## config.mk

```make
export PLATFORM = sky130hd
export DESIGN_NAME = cache_req_sequencer
export DESIGN_NICKNAME = d
export VERILOG_FILES = /design/src/rtl/cache_req_seq_pkg.sv /design/src/rtl/mem_req_fifo.sv /design/src/rtl/cache_req_sequencer.sv
export SDC_FILE = /design/constraint.sdc
export NUM_CORES = 1
export LEC_CHECK = 0
export ABC_AREA = 1
export BUFFER_PORTS_ARGS = -buffer_cell sky130_fd_sc_hd__buf_2
export CELL_PAD_IN_SITES_DETAIL_PLACEMENT = 2
export CELL_PAD_IN_SITES_GLOBAL_PLACEMENT = 2
export CORE_ASPECT_RATIO = 0.5
export CORE_MARGIN = 2
export CORE_UTILIZATION = 37
export CTS_BUF_LIST = sky130_fd_sc_hd__clkbuf_4 sky130_fd_sc_hd__clkbuf_8
export CTS_CLUSTER_SIZE = 8
export DETAILED_ROUTE_END_ITERATION = 6
export GPL_TIMING_DRIVEN = 1
export PLACE_DENSITY_LB_ADDON = 0.1
export SLEW_MARGIN = 20
export SYNTH_ARGS = -nofsm -noshare
export SYNTH_HDL_FRONTEND = slang
export SYNTH_SLANG_ARGS = --single-unit
```

## constraint.sdc

```tcl
create_clock -name clk -period 6.6 [get_ports clk]
set_input_delay 0.66 -clock clk [delete_from_list [all_inputs] [get_ports clk]]
set_output_delay 0.66 -clock clk [all_outputs]
set_load 0.02 [all_outputs]
```

## src/rtl/cache_req_seq_pkg.sv

```systemverilog
// cache_req_seq_pkg
//   Shared types and constants for the cache request sequencer.
//   - mem_req_t   : one buffered request {address, data, mode} at the
//                   default 32-bit bus widths (default FIFO payload type)
//   - seq_state_t : sequencer FSM states
//   - MODE_READ / MODE_WRITE : mode encoding shared with cache_and_ram
package cache_req_seq_pkg;

  localparam logic MODE_READ  = 1'b0;
  localparam logic MODE_WRITE = 1'b1;

  localparam int REQ_ADDR_W = 32;
  localparam int REQ_DATA_W = 32;

  typedef struct packed {
    logic [REQ_ADDR_W-1:0] address;
    logic [REQ_DATA_W-1:0] data;
    logic                  mode;
  } mem_req_t;

  typedef enum logic [1:0] {
    IDLE  = 2'd0,
    ISSUE = 2'd1,
    RESP  = 2'd2
  } seq_state_t;

endpackage

```

## src/rtl/mem_req_fifo.sv

```systemverilog
// mem_req_fifo
//   Synchronous FIFO of request payloads with a registered occupancy count.
//   Ports:
//     clk, reset         : clock, synchronous active-high reset (empties FIFO)
//     push, push_data    : write request (ignored when full)
//     pop,  pop_data     : read request (ignored when empty); pop_data shows
//                          the head entry whenever the FIFO is non-empty
//     full, empty, count : occupancy status, all derived from count_reg
//   Parameters: DEPTH (power of two, >= 2), payload_t (entry type).
module mem_req_fifo
  import cache_req_seq_pkg::*;
#(
  parameter int  DEPTH     = 4,
  parameter type payload_t = mem_req_t
) (
  input  logic                   clk,
  input  logic                   reset,
  input  logic                   push,
  input  payload_t               push_data,
  input  logic                   pop,
  output payload_t               pop_data,
  output logic                   full,
  output logic                   empty,
  output logic [$clog2(DEPTH):0] count
);

  localparam int PTR_W = $clog2(DEPTH);

  payload_t         storage [DEPTH];
  logic [PTR_W-1:0] wr_ptr_reg;
  logic [PTR_W-1:0] rd_ptr_reg;
  logic [PTR_W:0]   count_reg;
  logic             do_push;
  logic             do_pop;

  assign full    = (count_reg == (PTR_W+1)'(DEPTH));
  assign empty   = (count_reg == '0);
  assign count   = count_reg;
  assign do_push = push && !full;
  assign do_pop  = pop && !empty;

  // Pointers are exactly log2(DEPTH) bits wide, so they wrap naturally.
  always_ff @(posedge clk) begin
    if (reset) begin
      wr_ptr_reg <= '0;
      rd_ptr_reg <= '0;
      count_reg  <= '0;
    end else begin
      if (do_push) wr_ptr_reg <= wr_ptr_reg + 1'b1;
      if (do_pop)  rd_ptr_reg <= rd_ptr_reg + 1'b1;
      case ({do_push, do_pop})
        2'b10:   count_reg <= count_reg + 1'b1;
        2'b01:   count_reg <= count_reg - 1'b1;
        default: count_reg <= count_reg;
      endcase
    end
  end

  // Storage needs no reset: entries are only visible through the count.
  always_ff @(posedge clk) begin
    if (do_push) storage[wr_ptr_reg] <= push_data;
  end

  assign pop_data = storage[rd_ptr_reg];

endmodule

```

## src/rtl/cache_req_sequencer.sv

```systemverilog
// cache_req_sequencer
//   Buffers client read/write requests and replays them onto the
//   unhandshaked cache_and_ram bus, holding each one for HOLD_CYCLES cycles.
//   Read data is sampled on the last hold cycle and returned on a
//   valid/ready response channel, strictly in order.
//   Ports:
//     clk, reset                         : clock, synchronous active-high reset
//     req_valid/req_ready                : request handshake
//     req_address/req_data/req_mode      : request payload (mode 1 = write)
//     resp_valid/resp_ready/resp_data    : response channel
//     mem_address/mem_data/mem_mode      : drive to cache_and_ram
//     mem_out                            : read data from cache_and_ram
//   Build option: CACHE_REQ_SEQ_WRITE_ACK_EN makes writes also produce a
//   response carrying the written data.
module cache_req_sequencer
  import cache_req_seq_pkg::*;
#(
  parameter int DEPTH       = 4,
  parameter int HOLD_CYCLES = 4,
  parameter int ADDR_W      = 32,
  parameter int DATA_W      = 32
) (
  input  logic              clk,
  input  logic              reset,
  input  logic              req_valid,
  output logic              req_ready,
  input  logic [ADDR_W-1:0] req_address,
  input  logic [DATA_W-1:0] req_data,
  input  logic              req_mode,
  output logic              resp_valid,
  input  logic              resp_ready,
  output logic [DATA_W-1:0] resp_data,
  output logic [ADDR_W-1:0] mem_address,
  output logic [DATA_W-1:0] mem_data,
  output logic              mem_mode,
  input  logic [DATA_W-1:0] mem_out
);

  localparam int COUNT_W = $clog2(DEPTH) + 1;
  localparam int HOLD_W  = (HOLD_CYCLES > 1) ? $clog2(HOLD_CYCLES) : 1;

  // Same layout as mem_req_t, sized by this instance's bus widths.
  typedef struct packed {
    logic [ADDR_W-1:0] address;
    logic [DATA_W-1:0] data;
    logic              mode;
  } req_t;

  req_t               push_req;
  req_t               head_req;
  logic               fifo_push;
  logic               fifo_pop;
  logic               fifo_full;
  logic               fifo_empty;
  logic [COUNT_W-1:0] fifo_count;

  seq_state_t         state_reg, state_next;
  logic [HOLD_W-1:0]  hold_cnt_reg, hold_cnt_next;
  logic [ADDR_W-1:0]  mem_address_reg, mem_address_next;
  logic [DATA_W-1:0]  mem_data_reg, mem_data_next;
  logic               cur_mode_reg, cur_mode_next;
  logic [DATA_W-1:0]  resp_data_reg, resp_data_next;

  assign push_req  = '{address: req_address, data: req_data, mode: req_mode};
  // Registered count, so a same-cycle pop on a full FIFO frees a slot only
  // from the following cycle on.
  assign req_ready = (fifo_count < COUNT_W'(DEPTH));
  assign fifo_push = req_valid && !fifo_full;

  mem_req_fifo #(
    .DEPTH     (DEPTH),
    .payload_t (req_t)
  ) u_fifo (
    .clk       (clk),
    .reset     (reset),
    .push      (fifo_push),
    .push_data (push_req),
    .pop       (fifo_pop),
    .pop_data  (head_req),
    .full      (fifo_full),
    .empty     (fifo_empty),
    .count     (fifo_count)
  );

  always_ff @(posedge clk) begin
    if (reset) begin
      state_reg       <= IDLE;
      hold_cnt_reg    <= '0;
      mem_address_reg <= '0;
      mem_data_reg    <= '0;
      cur_mode_reg    <= MODE_READ;
      resp_data_reg   <= '0;
    end else begin
      state_reg       <= state_next;
      hold_cnt_reg    <= hold_cnt_next;
      mem_address_reg <= mem_address_next;
      mem_data_reg    <= mem_data_next;
      cur_mode_reg    <= cur_mode_next;
      resp_data_reg   <= resp_data_next;
    end
  end

  always_comb begin
    state_next       = state_reg;
    hold_cnt_next    = hold_cnt_reg;
    mem_address_next = mem_address_reg;
    mem_data_next    = mem_data_reg;
    cur_mode_next    = cur_mode_reg;
    resp_data_next   = resp_data_reg;
    fifo_pop         = 1'b0;

    case (state_reg)
      IDLE: begin
        if (!fifo_empty) begin
          fifo_pop         = 1'b1;
          mem_address_next = head_req.address;
          mem_data_next    = head_req.data;
          cur_mode_next    = head_req.mode;
          hold_cnt_next    = HOLD_W'(HOLD_CYCLES - 1);
          state_next       = ISSUE;
        end
      end
      ISSUE: begin
        if (hold_cnt_reg == '0) begin
          if (cur_mode_reg == MODE_READ) begin
            resp_data_next = mem_out;
            state_next     = RESP;
          end else begin
`ifdef CACHE_REQ_SEQ_WRITE_ACK_EN
            resp_data_next = mem_data_reg;
            state_next     = RESP;
`else
            state_next     = IDLE;
`endif
          end
        end else begin
          hold_cnt_next = hold_cnt_reg - 1'b1;
        end
      end
      RESP: begin
        if (resp_ready) state_next = IDLE;
      end
      default: state_next = IDLE;
    endcase
  end

  // mem_mode is only asserted while a write is actually on the bus, so the
  // cache never sees a write during IDLE or RESP.
  assign mem_mode    = (state_reg == ISSUE) && (cur_mode_reg == MODE_WRITE);
  assign mem_address = mem_address_reg;
  assign mem_data    = mem_data_reg;
  assign resp_valid  = (state_reg == RESP);
  assign resp_data   = resp_data_reg;

endmodule

```

# Word-level counts from Yosys, hierarchy flattened

Memories as Yosys holds them, arrays and structs flattened. A register that Yosys moved wholly into a read port is not among the register bits.
Cells that the tools add are included.

Mux-type cells: 13
Bitwise logic cells: 2
Order comparisons: 1
Reductions and logical operators: 15
Add/sub/neg operators: 5
Eq/ne operators: 9

Operator list:

| operator              | count |
|---|---|
| $mux W2               | 6 |
| $reduce_and A3 Y1     | 3 |
| $ne A2 B2 Y1 const B  | 3 |
| $pmux W2 S3           | 1 |
| $pmux W3 S2           | 1 |
| $add A2 B1 Y2 const B | 2 |
| $eq A2 B1 Y1 const B  | 2 |
| $eq A2 B2 Y1 const B  | 2 |
| $logic_and A1 B1 Y1   | 4 |
| $logic_not A2 Y1      | 2 |
| $mux W1               | 4 |
| $pmux W2 S2           | 1 |
| $reduce_bool A2 Y1    | 2 |
| $add A3 B1 Y3 const B | 1 |
| $eq A3 B3 Y1 const B  | 1 |
| $logic_not A3 Y1      | 1 |
| $lt A3 B3 Y1 const B  | 1 |
| $sub A3 B1 Y3 const B | 1 |
| $logic_not A1 Y1      | 2 |
| $ne A2 B1 Y1 const B  | 1 |
| $not A1 Y1            | 2 |
| $reduce_and A2 Y1     | 1 |
| $sub A2 B1 Y2 const B | 1 |

Register bits: 43
Memories: 1
Input port bits: 101
Output and inout bits: 99
RAM bits: 260
Logic and storage cells: 52

Memories:

| memory         | words | bits a word | rd ports | clocked after memory_dff | wr ports | RTL line           | text |
|---|---|---|---|---|---|---|---|
| u_fifo.storage | 4     | 65          | 1        | 1                        | 1        | mem_req_fifo.sv:29 | `payload_t storage [DEPTH];` |

# Depth between registers and ports, before layout

Gate-level depths: netlist of the first run.

Depth after elaboration: 6
Mapped depth: 14
Gate-level depth less buffers: 13

# Hierarchy

From an unflattened synthesis of the first run, not the netlist that was laid out.

Cell total of the unflattened synthesis: 1,297
Area total of the unflattened synthesis: 14,782.9 µm²

Modules (own cells, without submodules):

| module              | seq. area each (µm²) | instances | cells an instance | area each (µm²) |
|---|---|---|---|---|
| mem_req_fifo        | 7,987.7              | 1         | 699               | 10,436.3 |
| cache_req_sequencer | 2,021.9              | 1         | 598               | 4,346.7 |

# Least setup slack after synthesis of the first run

No wires, ideal clock.

Path kind: input -> register
From: input req_valid
To: memory u_fifo.storage[0][0] (netlist bit) (enable)
Path slack: 2,586 ps
Required time: 6,111 ps
Stages on the path: 2
Library setup time: 489 ps
Arrival time: 3,525 ps
Path buffers: 0
Cell sequence: nand2_1 -> nor2_1

Longest elaborated chain between the ends: 4

RTL lines:

| what                          | RTL line                  | text |
|---|---|---|
| start, declared               | cache_req_sequencer.sv:25 | `input logic req_valid,` |
| $logic_and A1 B1 Y1           | cache_req_sequencer.sv:68 | `assign fifo_push = req_valid && !fifo_full;` |
| $logic_and A1 B1 Y1           | mem_req_fifo.sv:39        | `assign do_push = push && !full;` |
| $mux W1                       | mem_req_fifo.sv:61        | `if (do_push) storage[wr_ptr_reg] <= push_data;` |
| $mux W1 (not written as such) | mem_req_fifo.sv:61        |  |
| end, declared                 | mem_req_fifo.sv:29        |  |

No other way between the ends.

==> flow_metrics.tcl, run 1 <==
set metrics [dict create \
    vias_per_cell 4.691 \
    drtIter0Drc 447 \
    grt_max_degree 94 \
    synth_ff_type "edfxtp_1" \
    place_congestion 0.7306 \
    fmax_mhz 365.7 \
    max_cap_violations 0 \
    cts_root_buffer "clkbuf_8" \
    synth_most_common_cell "nand2_1" \
    ys_ff_latch 368 \
    syn_to_final_growth_pct 16.96 \
    coreArea_um2 40530 \
    antenna_left 0 \
    hold_viol 0 \
    fill_cells 4485 \
    cts_max_path_buffers 3 \
    finalWorstPathRequiredPeriod_ns 2.734 \
    h-tree-depth 2 \
    hp-class "in2reg" \
    clk_pin_slew_ns 0.07 \
    drt_pass1_iterations 4 \
    finalClockSkew_ns 0.03077 \
    layout-drive-gt1-share 0.1731 \
    grt_pass1_wl_mm 70.28 \
    final_nets 1962 \
    rows 52 \
    setup_viol_count_final 0 \
    synth_edf_count 260 \
    stdcell_area_um2 17820 \
    leakagePower_nw 8.490 \
    drc_errors 0 \
    hpwl_mm 27.44 \
    synthCells 1662 \
    async_flop_share 0 \
    avgSynthCellArea_um2 9.169 \
    portBuffers 199 \
    startpoint "u_fifo.rd_ptr_reg[0]" \
    place_area_um2 16650 \
    r2r-start "u_fifo.rd_ptr_reg[0]" \
    cts_setup_buffers 0 \
    reg2reg_slack_ns 3.87 \
    grt_setup_unrepaired "false" \
    cts_tree "built" \
    worstPathArrival_ns 3.24 \
    regToRegEndpoint "mem_data[31]" \
    path_max_fanout 74 \
    yosysWarningCount 0 \
    antenna_found_initial 2 \
    synth_top_area_frac 0.5124 \
    fin_crit_sh 0.4143 \
    pin_count 200 \
    grt_remaining_overflow 0 \
    vias 11460 \
    finalNonFillerCells 2442 \
    syn_area_um2 15240 \
    wl_per_cell_um 18.09 \
    synth_top_cells_by_area "edfxtp_1 51%, dfxtp_1 14%, nand2_1 12%" \
    irDropWorstVdd_uv 182.5 \
    grt_usage 0.2076 \
    crit_path_start_kind "flop" \
    crit_path_end_kind "flop" \
    numCtsBuffers 56 \
    grt_pass1_vias 13110 \
    status "finished, final reports clean" \
    die_w_um 291 \
    holdWs_ns 0.2523 \
    synth_nets 1770 \
    finalWirelength_mm 44.18 \
    start_util 0.3759 \
    placed_cells 2336 \
    required_ns 7.11 \
    reg2reg_depth 7 \
    largest_reg_flops 260 \
    tightest_slew_ns 0.9077 \
    cts_sinks 368 \
    slew_headroom 0.3935 \
    cp-endpoint "mem_data[31]" \
    yosys.area.top_type "edfxtp_1" \
    top_register "u_fifo.storage" \
    die_y_um 147.5 \
    synth_seq_area_share 0.6542 \
    netlist_top_cells_count "473 x nand2_1, 344 x inv_1, 260 x edfxtp_1, 206 x nor2_1, 136 x nand3_1" \
    dieArea_um2 42920 \
    ctsHoldBuffers 0 \
    clk_latency_ns 0.62 \
    totalNegativeSetupSlack_ns 0 \
    cts.repair.resized 0 \
    path_class "reg2reg" \
    drv_slew 0 \
    ys_types 21 \
    power_density_nw_per_um2 426.8 \
]
-- power breakdown --
group,total [W],internal [W],switching [W],leakage [nW]
Clock,0.00199,0.00108,0.000912,0.631
Sequential,0.00309,0.00286,0.000238,3.28
Combinational,0.00252,0.000728,0.00180,4.58
Total,0.00761,0.00466,0.00295,8.49
-- metal layers --
layer,GRT usage,part of all wire
met1,0.2401,0.42
met2,0.3950,0.52
met3,0.03924,0.036
met4,0.05440,0.017
met5,0,0.00025
-- worst min path at each step --
stage / start / end / slack [ns] / cells after the start
2_1_floorplan: hold_cnt_reg[1] / hold_cnt_reg[1] / 0.43 / 2
3_3_place_gp: hold_cnt_reg[1] / hold_cnt_reg[1] / 0.44 / 2
3_5_place_dp: resp_data[31] / resp_data[31] / 0.47 / 2
4_1_cts: req_address[4] / u_fifo.storage[3][37] / 0.20 / 1
5_1_grt: req_address[4] / u_fifo.storage[3][37] / 0.21 / 1
6_report: req_address[0] / u_fifo.storage[3][33] / 0.25 / 1
-- placed cells by master (no fill, tap or decap), drive strengths merged --
cell / count
diode: 1
nand4: 1
buf: 209
ha: 6
edfxtp: 260
fa: 1
clkinv: 3
nand3: 136
a21oi: 9
nor2: 208
dfxtp: 108
nand2: 475
o21ai: 35
inv: 347
clkbuf: 101
clkinvlp: 2
-- cell families after synthesis --
group	synth area share
flops	0.6542
buf+inv	0.1111
compound gates	0.01445
fa+ha+maj	0.006240
simple gates	0.2140
-- metrics by stage --
stage | power, W | setup slack (ns) | utilization
CTS | 0.007754 | 3.799 | 0.4396
global route | 0.008171 | 3.624 | 0.4397
detailed placement | 0.005717 | 3.555 | 0.4107
global placement | 0.005521 | 3.600 | 0.4107
finish | 0.007608 | 3.866 | 0.4397
floorplan | 0.004872 | 2.586 | -
-- layout make-up --
type	instances	area, µm²	share of cell area
clock buffer	101	1146	0.06430
antenna	1	2.502	0.0001404
clock inverter	4	23.77	0.001334
multi-input combinational	871	3611	0.2026
tap	540	675.6	0.03791
sequential	368	9977	0.5598
timing repair buffer	209	1075	0.06030
inverter	348	1313	0.07364
-- worst max-delay path, stage by stage (launching register included) --
cell and delay [ns]:
dfxtp_4 0.59, inv_4 0.61, buf_4 0.82, nand2_1 0.14, nand3_1 0.12, nand2_1 0.12, nor2_1 0.11, nor2_1 0.05
Note: power is estimated with default switching activity, not from simulation.
==> run 2, diff against run 1 <==
--- a/config.mk
+++ b/config.mk
@@ -5,7 +5,7 @@
 export SDC_FILE = /design/constraint.sdc
 export NUM_CORES = 1
 export LEC_CHECK = 0
-export ABC_AREA = 1
+export ABC_AREA = 0
 export BUFFER_PORTS_ARGS = -buffer_cell sky130_fd_sc_hd__buf_2
 export CELL_PAD_IN_SITES_DETAIL_PLACEMENT = 2
 export CELL_PAD_IN_SITES_GLOBAL_PLACEMENT = 2
==> constraint.sdc (replaced) <==
create_clock -name clk -period 2.21 [get_ports clk]
set_input_delay 0.221 -clock clk [delete_from_list [all_inputs] [get_ports clk]]
set_output_delay 0.221 -clock clk [all_outputs]
set_load 0.02 [all_outputs]
==> flow_metrics.tcl, run 2 <==
set metrics [dict create \
    wl_per_cell_um 21.39 \
    antenna_found_initial 1 \
    start_util 0.3779 \
    worstPathArrival_ns 2.61 \
    synth_nets 809 \
    numCtsBuffers 54 \
    antenna_left 0 \
    path_max_fanout 5 \
    synth_edf_count 260 \
    grt_remaining_overflow 0 \
    top_register "u_fifo.storage" \
    holdPathStages 2 \
    worst_slack_ns 0.1111 \
    power_density_nw_per_um2 1190 \
    setup_viol_count_final 0 \
    clk_latency_ns 0.60 \
    final_nets 1148 \
    fmax_mhz 476.4 \
    dp_slack_ns -0.03703 \
    slew_headroom 0.6804 \
    coreArea_um2 34650 \
    tightest_slew_ns 0.4784 \
    yosysWarningCount 0 \
    portBuffers 199 \
    synth_top_cells_by_area "edfxtp_1 60%, dfxtp_1 17%, mux4_2 11%" \
    totalNegativeSetupSlack_ns 0 \
    die_w_um 270.1 \
    hpwl_mm 19.16 \
    hp-class "in2reg" \
    hold_viol 0 \
    cts_tree "built" \
    synth_top_area_frac 0.5962 \
    crit_path_end_kind "flop" \
    dieArea_um2 37010 \
    synth_ff_type "edfxtp_1" \
    stdcell_area_um2 17030 \
    grt_usage 0.1820 \
    cts_root_buffer "clkbuf_8" \
    grt_pass1_vias 8658 \
    vias 7623 \
    cts_max_path_buffers 3 \
    syn_area_um2 13100 \
    synthCells 701 \
    mostFrequentLayoutCells "260 x edfxtp_1, 199 x buf_2, 104 x dfxtp_1, 101 x dlygate4sd3_1" \
    place_area_um2 14850 \
    place_congestion 0.7081 \
    drtIter0Drc 332 \
    fin_crit_sh 0.9498 \
    r2r-start "u_fifo.count[0]" \
    vias_per_cell 4.880 \
    regToRegEndpoint "u_fifo.count[2]" \
    layout-drive-gt1-share 0.3785 \
    avgSynthCellArea_um2 18.68 \
    syn_to_final_growth_pct 30.02 \
    die_y_um 137.0 \
    async_flop_share 0 \
    finalNonFillerCells 1562 \
    finalWirelength_mm 33.42 \
    grt_max_degree 66 \
    cts_sinks 368 \
    ys_ff_latch 368 \
    rows 48 \
    drv_slew 0 \
    leakagePower_nw 6.261 \
    fill_cells 3216 \
    max_cap_violations 0 \
    netlist_top_cells_count "260 x edfxtp_1, 108 x dfxtp_1, 65 x a22o_1, 65 x mux4_2, 65 x nand2_1" \
    synth_seq_area_share 0.7612 \
    yosys.area.top_type "edfxtp_1" \
    h-tree-depth 2 \
    finalWorstPathRequiredPeriod_ns 2.099 \
    irDropWorstVdd_uv 480.5 \
    final_common_cell "edfxtp_1" \
    finalClockSkew_ns 0.02488 \
    hold_end "u_fifo.storage[2][9]" \
    grt_pass1_wl_mm 51.38 \
    drc_errors 0 \
    path_class "reg2reg" \
    min_from "req_data[8]" \
    status "finished, final reports clean" \
    reg2reg_slack_ns 0.11 \
    crit_path_start_kind "flop" \
    largest_reg_flops 260 \
    drt_pass1_iterations 4 \
    clk_pin_slew_ns 0.07 \
    placed_cells 1356 \
    ys_types 36 \
    pin_count 200 \
    grt_setup_unrepaired "false" \
    synth_most_common_cell "edfxtp_1" \
    reg2reg_depth 8 \
    required_ns 2.72 \
]
## run 2: cell types whose count changed after synthesis, moves of 25 or more
cell / change
mux4_2: +65
a22o_1: +65
o21ai_0: -25
nand2_1: -408
nor2_1: -199
a21oi_1: +32
buf_2: -34
nand3_1: -134
inv_1: -335
## run 2: metrics by stage
stage               utilization  hold WS, ns  power, W
global route             0.4914       0.3420   0.02135
global placement         0.4284       0.4331   0.01442
floorplan                     -       0.3199   0.01260
finish                   0.4914       0.3669   0.02027
CTS                      0.4904       0.3173   0.02058
detailed placement       0.4284       0.4401   0.01461
## run 2: final cells by class
class	instances	area, µm²	area share
flip-flops and latches	368	9985	0.5864
multi-input cells	280	2884	0.1694
clock inverters	2	17.52	0.001029
diodes	1	2.502	0.0001470
clock buffers	100	1114	0.06540
well taps	475	594.3	0.03490
inverters	9	33.78	0.001984
repair buffers	327	2397	0.1408
## run 2: critical path, stage by stage (launching register included)
cell and delay (ns):
dfxtp_4 0.37, or3b_4 0.39, nand2_1 0.08, ha_2 0.19, inv_1 0.06, fa_2 0.34, xor2_1 0.16, or3_1 0.32
a21oi_2 0.12
## run 2: cell families after synthesis
group | count (synthesis) | synth area share
mux | 65 | 0.1118
simple gates | 91 | 0.03086
xor+xnor | 2 | 0.001338
fa+ha+maj | 7 | 0.007261
compound gates | 115 | 0.06430
buf+inv | 53 | 0.02321
flops | 368 | 0.7612
## run 2: metal layers
metal  track usage  vias to the layer above  share of wire
met4       0.04691                        0          0.013
met5             0                        -              0
met2        0.3255                      156           0.51
li1              -                     3452              -
met3       0.03579                       41          0.038
met1        0.2291                     3974           0.44
## run 2: how the worst max path moves through the flow
| stage | startpoint | end | cells after the start | slack (ns) |
|---|---|---|---|---|
| after detailed placement | u_fifo.count[2] | u_fifo.count[2] | 8 | -0.04 |
| after floorplan | u_fifo.count[2] | u_fifo.count[2] | 9 | 0.06 |
| after CTS | u_fifo.count[2] | u_fifo.count[2] | 8 | 0.001 |
| after global placement | u_fifo.count[2] | u_fifo.count[2] | 8 | 0.1 |
| final | u_fifo.count[0] | u_fifo.count[2] | 8 | 0.11 |
| after global routing | u_fifo.count[0] | u_fifo.count[2] | 8 | 0.03 |
## run 2: report_power, final
| group | internal (W) | switching, W | total, W |
|---|---|---|---|
| sequential | 0.00849 | 0.000515 | 0.00901 |
| combinational | 0.00240 | 0.00315 | 0.00556 |
| clock | 0.00313 | 0.00257 | 0.00570 |
| total | 0.0140 | 0.00624 | 0.0203 |
## run 2: repair_timing
action / in CTS / in global routing
hold buffers: 101 / 0
setup buffers: 0 / 2
endpoints found under the hold margin: 298 / 0
endpoints found under the setup margin: 1 / 1
gates resized for setup: 3 / 6
pin swaps: 0 / 1
